===== src/rtl/mem_access_arbiter.sv =====
// mem_access_arbiter
//   Shares one single-port main memory between the instruction-fetch and the
//   data load/store requesters. Arbitrates, drives the memory strobes, waits
//   for mem_done, then returns the result with a one-cycle ack. Out-of-range
//   addresses and a missing mem_done (timeout) are reported through *_err.
//
// Ports
//   clk, reset                  clock; asynchronous active-low reset
//   if_req/if_addr              fetch request (held until if_ack)
//   if_ack/if_rdata/if_err      fetch completion pulse, data, error flag
//   d_req/d_we/d_addr/d_wdata   data request (held until d_ack)
//   d_ack/d_rdata/d_err         data completion pulse, load data, error flag
//   mem_addr/mem_wdata          memory address / write data
//   mem_write/mem_read          memory strobes
//   mem_instr                   1 = instruction memory, 0 = data memory
//   mem_rdata/mem_done          memory read data / completion flag
//   busy                        an access is in flight
module mem_access_arbiter #(
    parameter int unsigned AW           = 13,
    parameter int unsigned DW           = 13,
    parameter int unsigned DEPTH        = 13,
    parameter int unsigned TIMEOUT      = 15,
    parameter int unsigned STARVE_LIMIT = 3
) (
    input  logic          clk,
    input  logic          reset,
    input  logic          if_req,
    input  logic [AW-1:0] if_addr,
    output logic          if_ack,
    output logic [DW-1:0] if_rdata,
    output logic          if_err,
    input  logic          d_req,
    input  logic          d_we,
    input  logic [AW-1:0] d_addr,
    input  logic [DW-1:0] d_wdata,
    output logic          d_ack,
    output logic [DW-1:0] d_rdata,
    output logic          d_err,
    output logic [AW-1:0] mem_addr,
    output logic [DW-1:0] mem_wdata,
    output logic          mem_write,
    output logic          mem_read,
    output logic          mem_instr,
    input  logic [DW-1:0] mem_rdata,
    input  logic          mem_done,
    output logic          busy
);

    localparam int unsigned TW = $clog2(TIMEOUT + 1);
    localparam int unsigned SW = $clog2(STARVE_LIMIT + 1);

    typedef enum logic {ST_IDLE, ST_WAIT} state_t;

    state_t        state_q, state_n;
    logic          gnt_if_q, gnt_if_n;
    logic [TW-1:0] timer_q, timer_n;
    logic [SW-1:0] streak_q, streak_n;

    logic          if_ack_n, if_err_n, d_ack_n, d_err_n;
    logic [DW-1:0] if_rdata_n, d_rdata_n, mem_wdata_n;
    logic [AW-1:0] mem_addr_n;
    logic          mem_write_n, mem_read_n, mem_instr_n, busy_n;
    logic          pick_if, pick_d, if_in_range, d_in_range;

    assign if_in_range = 32'(if_addr) < DEPTH;
    assign d_in_range  = 32'(d_addr) < DEPTH;

    always_comb begin
        state_n     = state_q;
        gnt_if_n    = gnt_if_q;
        timer_n     = timer_q;
        streak_n    = streak_q;
        mem_addr_n  = mem_addr;
        mem_wdata_n = mem_wdata;
        mem_write_n = mem_write;
        mem_read_n  = mem_read;
        mem_instr_n = mem_instr;
        if_ack_n    = 1'b0;
        if_err_n    = 1'b0;
        if_rdata_n  = '0;
        d_ack_n     = 1'b0;
        d_err_n     = 1'b0;
        d_rdata_n   = '0;
        pick_if     = 1'b0;
        pick_d      = 1'b0;

        if (!if_req)
            streak_n = '0;

        case (state_q)
            ST_IDLE: begin
                // An ack cycle is a turnaround: the acked requester's req is
                // stale, and holding off both keeps the data/fetch streak
                // count meaningful when both requesters stream.
                if (!(if_ack || d_ack)) begin
                    if (if_req && (!d_req || streak_q == SW'(STARVE_LIMIT)))
                        pick_if = 1'b1;
                    else if (d_req)
                        pick_d = 1'b1;
                end

                if (pick_if) begin
                    streak_n = '0;
                    gnt_if_n = 1'b1;
                    if (if_in_range) begin
                        mem_addr_n  = if_addr;
                        mem_wdata_n = '0;
                        mem_instr_n = 1'b1;
                        mem_write_n = 1'b0;
                        mem_read_n  = 1'b1;
                        timer_n     = '0;
                        state_n     = ST_WAIT;
                    end else begin
                        if_ack_n = 1'b1;
                        if_err_n = 1'b1;
                    end
                end

                if (pick_d) begin
                    if (if_req)
                        streak_n = streak_q + 1'b1;
                    gnt_if_n = 1'b0;
                    if (d_in_range) begin
                        mem_addr_n  = d_addr;
                        mem_wdata_n = d_wdata;
                        mem_instr_n = 1'b0;
                        mem_write_n = d_we;
                        mem_read_n  = !d_we;
                        timer_n     = '0;
                        state_n     = ST_WAIT;
                    end else begin
                        d_ack_n = 1'b1;
                        d_err_n = 1'b1;
                    end
                end
            end

            ST_WAIT: begin
                if (mem_done) begin
                    mem_write_n = 1'b0;
                    mem_read_n  = 1'b0;
                    state_n     = ST_IDLE;
                    if (gnt_if_q) begin
                        if_ack_n   = 1'b1;
                        if_rdata_n = mem_rdata;
                    end else begin
                        d_ack_n   = 1'b1;
                        d_rdata_n = mem_write ? '0 : mem_rdata;
                    end
                end else if (timer_q == TW'(TIMEOUT - 1)) begin
                    mem_write_n = 1'b0;
                    mem_read_n  = 1'b0;
                    state_n     = ST_IDLE;
                    if (gnt_if_q) begin
                        if_ack_n = 1'b1;
                        if_err_n = 1'b1;
                    end else begin
                        d_ack_n = 1'b1;
                        d_err_n = 1'b1;
                    end
                end else begin
                    timer_n = timer_q + 1'b1;
                end
            end

            default: state_n = ST_IDLE;
        endcase

        busy_n = (state_n == ST_WAIT);
    end

    always_ff @(posedge clk or negedge reset) begin
        if (!reset) begin
            state_q   <= ST_IDLE;
            gnt_if_q  <= 1'b0;
            timer_q   <= '0;
            streak_q  <= '0;
            if_ack    <= 1'b0;
            if_err    <= 1'b0;
            if_rdata  <= '0;
            d_ack     <= 1'b0;
            d_err     <= 1'b0;
            d_rdata   <= '0;
            mem_addr  <= '0;
            mem_wdata <= '0;
            mem_write <= 1'b0;
            mem_read  <= 1'b0;
            mem_instr <= 1'b0;
            busy      <= 1'b0;
        end else begin
            state_q   <= state_n;
            gnt_if_q  <= gnt_if_n;
            timer_q   <= timer_n;
            streak_q  <= streak_n;
            if_ack    <= if_ack_n;
            if_err    <= if_err_n;
            if_rdata  <= if_rdata_n;
            d_ack     <= d_ack_n;
            d_err     <= d_err_n;
            d_rdata   <= d_rdata_n;
            mem_addr  <= mem_addr_n;
            mem_wdata <= mem_wdata_n;
            mem_write <= mem_write_n;
            mem_read  <= mem_read_n;
            mem_instr <= mem_instr_n;
            busy      <= busy_n;
        end
    end

endmodule


===== config.mk =====
export PLATFORM = sky130hd
export DESIGN_NAME = mem_access_arbiter
export DESIGN_NICKNAME = d
export VERILOG_FILES = /design/src/rtl/mem_access_arbiter.sv
export SDC_FILE = /design/constraint.sdc
export NUM_CORES = 1
export LEC_CHECK = 0
export CAP_MARGIN = 25
export CORE_MARGIN = 3
export CORE_UTILIZATION = 45
export CTS_CLUSTER_DIAMETER = 120
export DETAILED_ROUTE_END_ITERATION = 10
export DONT_BUFFER_PORTS = 1
export GPL_ROUTABILITY_DRIVEN = 0
export PLACE_DENSITY = 0.57
export SYNTH_ARGS = -nofsm -noshare
export SYNTH_HDL_FRONTEND = slang
export SYNTH_SLANG_ARGS = --single-unit

===== constraint.sdc =====
create_clock -name clk -period 4.92 [get_ports clk]
set_input_delay 0.246 -clock clk [delete_from_list [all_inputs] [get_ports clk]]
set_output_delay 0.246 -clock clk [all_outputs]
set_load 0.02 [all_outputs]

==> metrics.md <==
| Metric | Value |
|---|---|
| Worst IR Drop VDD | `0.179 mV` |
| Post-route insts no fill | `310` |
| CTS-repair resized insts | `0` |
| Number of library cell types mapped by synthesis | `39` |
| Starting Density | `47.4%` |
| DRT antenna net count | `0` |
| Post-CTS Repair Setup Buffers | `0` |
| Drt via density | `5.72` |
| Site Rows | `27` |
| Status | `complete, no violations` |
| Global route overflow | `0` |
| Critical Path Max Stage Delay | `0.50 ns` |
| Commonest cells after routing, fill and taps aside | `dfrtp_1 (67), nor2_1 (33), nand2_1 (23)` |
| Multi-input gate area | `911 um^2` |
| Synth Net Count | `292` |
| Pleak | `1.37 nW` |
| WL per Instance | `18.2 um` |
| FF+latch count, synth | `67` |
| Reg2Reg Launch Point | `if_ack` |
| Placed insts | `293` |
| Setup TNS | `0 ns` |
| Max transition margin | `61.9%` |
| Post-synthesis sequential area ratio | `62.6%` |
| Die Y-Extent | `83.1 um` |
| Worst path buffer plus inverter count | `0` |
| Hold Startpoint | `mem_done` |
| Setup crit start | `if_ack` |
| Clock root cell | `clkbuf_8` |
| Crit Path Class | `flop to flop` |
| Synth area leader | `dfrtp_1` |
| Gate Count Post-Synth | `231` |
| Worst path arrival time | `2.38 ns` |
| Required @ worst endpoint | `5.13 ns` |
| Commonest non-fill, non-tap cell in the layout | `dfrtp_1` |
| CP Cell Sequence | `or3_1, nor2_2, and2_4, nor2_2, a32o_1` |
| Die Wd | `83.1 um` |
| R2R setup slack | `2.75 ns` |
| Delay-heaviest family, CP | `simple AND/OR/NAND/NOR gates` |
| Final Cycle Share | `44.2%` |
| Port Buffers | `0` |
| Area Overhead vs Synth | `10.0%` |
| Cell area power density | `410 nW/um^2` |
| Mapped Area | `2680 um^2` |
| Crit-path slowest cell | `dfrtp_1` |
| Worst Path Max Fanout | `30` |
| Vias in the first global route | `1896` |
| Reg area | `1680 um^2` |
| Antenna violations before repair | `0` |
| CTS tree | `built` |
| Latest clock arrival within the worst-skew pair | `0.32 ns` |
| DRC | `0` |
| Vias | `1774` |
| Final-report hold violation count | `0` |
| CTS H-Tree Depth | `3` |
| RSZ-0062 raised after global routing | `no` |
| Ys async rst share | `100%` |
| CTS buffer count | `9` |
| Clock-pin slew on the worst setup and hold paths | `0.07 ns` |
| Crit path top cell by count | `nor2_2` |
| Largest net degree at the start of global routing | `68` |
| Clk buf depth | `2` |
| Area share of the largest cell type after synthesis | `62.6%` |
| First-pass detailed-route iteration total | `4` |
| Post-DP HPWL | `4000 um` |
| Util after Layout | `52.2%` |
| Dpl cell area | `2700 um^2` |
| Avg Cell Area, Syn | `11.6 um^2` |
| MaxCap Viol Count | `0` |
| IO Count | `118` |
| Main synth FF type | `dfrtp_1` |
| Least-Margin Pin Slew | `0.572 ns` |
| Final setup viols | `0` |
| First-pass GRT wire length | `9360 um` |
| Clock Sinks | `67` |
| Crit path launch type | `flop` |
| Fillers | `496` |
| Design area | `2940 um^2` |
| Min cycle time layout | `2.17 ns` |
| Number of DRC markers in iteration 0 | `153` |
| Total GRT Usage | `17.1%` |
| FMAX | `0.460 GHz` |
| Share of cells above drive strength 1 | `10.9%` |
| Final max-slew violation count | `0` |
| Synth area leaders | `dfrtp_1 (63%), nor2_1 (4.6%), a22o_1 (4.3%), nand2_1 (3.2%), o21a_1 (2.2%)` |
| # hold bufs at CTS | `2` |
| Fin nets | `295` |
| Drt total wl | `5640 um` |
| Core Area | `5640 um^2` |
| ANT cells | `0` |
| Min-delay worst type | `primary input to flop` |
| Clk_skew | `0.00951 ns` |
| Crit end category | `flop` |
| Post-synth EDFFs | `0` |
| Yosys warnings | `0` |
| Die area | `6910 um^2` |
## cell type report
cell class / instances / area share, %
multi-input combinational: 149 / 30.9
tap: 72 / 3.06
clock inverter: 5 / 2.68
timing repair buffer: 3 / 1.53
sequential: 67 / 56.9
inverter: 4 / 0.510
clock buffer: 10 / 4.33
## report_power, final
| part | switching, mW | total (mW) | internal, mW |
|---|---|---|---|
| logic | 0.0666 | 0.110 | 0.0436 |
| clock network | 0.191 | 0.473 | 0.282 |
| registers | 0.0443 | 0.624 | 0.580 |
| total | 0.302 | 1.21 | 0.905 |
## Yosys cell counts (all sizes together), types with 3 or more instances
cell type and n:
a21o 3, a21oi 3, a22o 13, a2bb2oi 4
a31oi 5, buf 8, clkbuf 3, dfrtp 67
ha 3, inv 4, nand2 23, nand2b 4
nor2 35, nor2b 4, nor3 7, nor4 3
o211ai 5, o21a 8, o21ai 6, o31ai 4
o41ai 3, or3 4
## state kept, by name, summed over array words and instances (netlist names)
signal and count:
mem_wdata 13, d_err 1, d_ack 1, if_ack 1
mem_write 1, gnt_if_q 1, state_q 1, mem_instr 1
d_rdata 13, if_err 1, streak_q 2, mem_read 1
mem_addr 13, if_rdata 13, timer_q 4
## cell families (layout without fill, tap and decap cells)
family	after synthesis	in the layout	synth area share, %
AND/OR/NAND/NOR	87	87	15.9
flip-flops	67	67	62.6
AO/OA/AOI/OAI	58	58	16.4
buffers and inverters	15	22	3.32
adder cells (fa/ha/maj)	3	3	1.40
XOR/XNOR	1	1	0.327
## metrics by stage
step	power (mW)	hold slack [ns]	setup slack, ns
after floorplan	0.708	-0.0496	3.13
after global placement	0.725	-0.0478	2.82
after detailed placement	0.732	-0.0480	2.76
after CTS	1.22	0.000865	2.75
after global routing	1.27	0.00311	2.60
final	1.21	0.0200	2.75
## final timing paths
check,depth (start not counted),end
setup / recovery,5,mem_write
hold / removal,1,d_err
setup reg to reg,5,mem_write
hold reg to reg,2,timer_q[3]
max in group asynchronous,2,mem_wdata[4]
min in group asynchronous,2,mem_addr[2]
## routing by layer
metal / up-vias / wire, um / track usage [%]
li1: 820 / - / -
met1: 854 / 2220 / 20.0
met2: 95 / 2750 / 26.7
met3: 5 / 624 / 8.13
met4: 0 / 48 / 7.88
met5: - / 0 / 0
(Power assumes the default switching activity.)
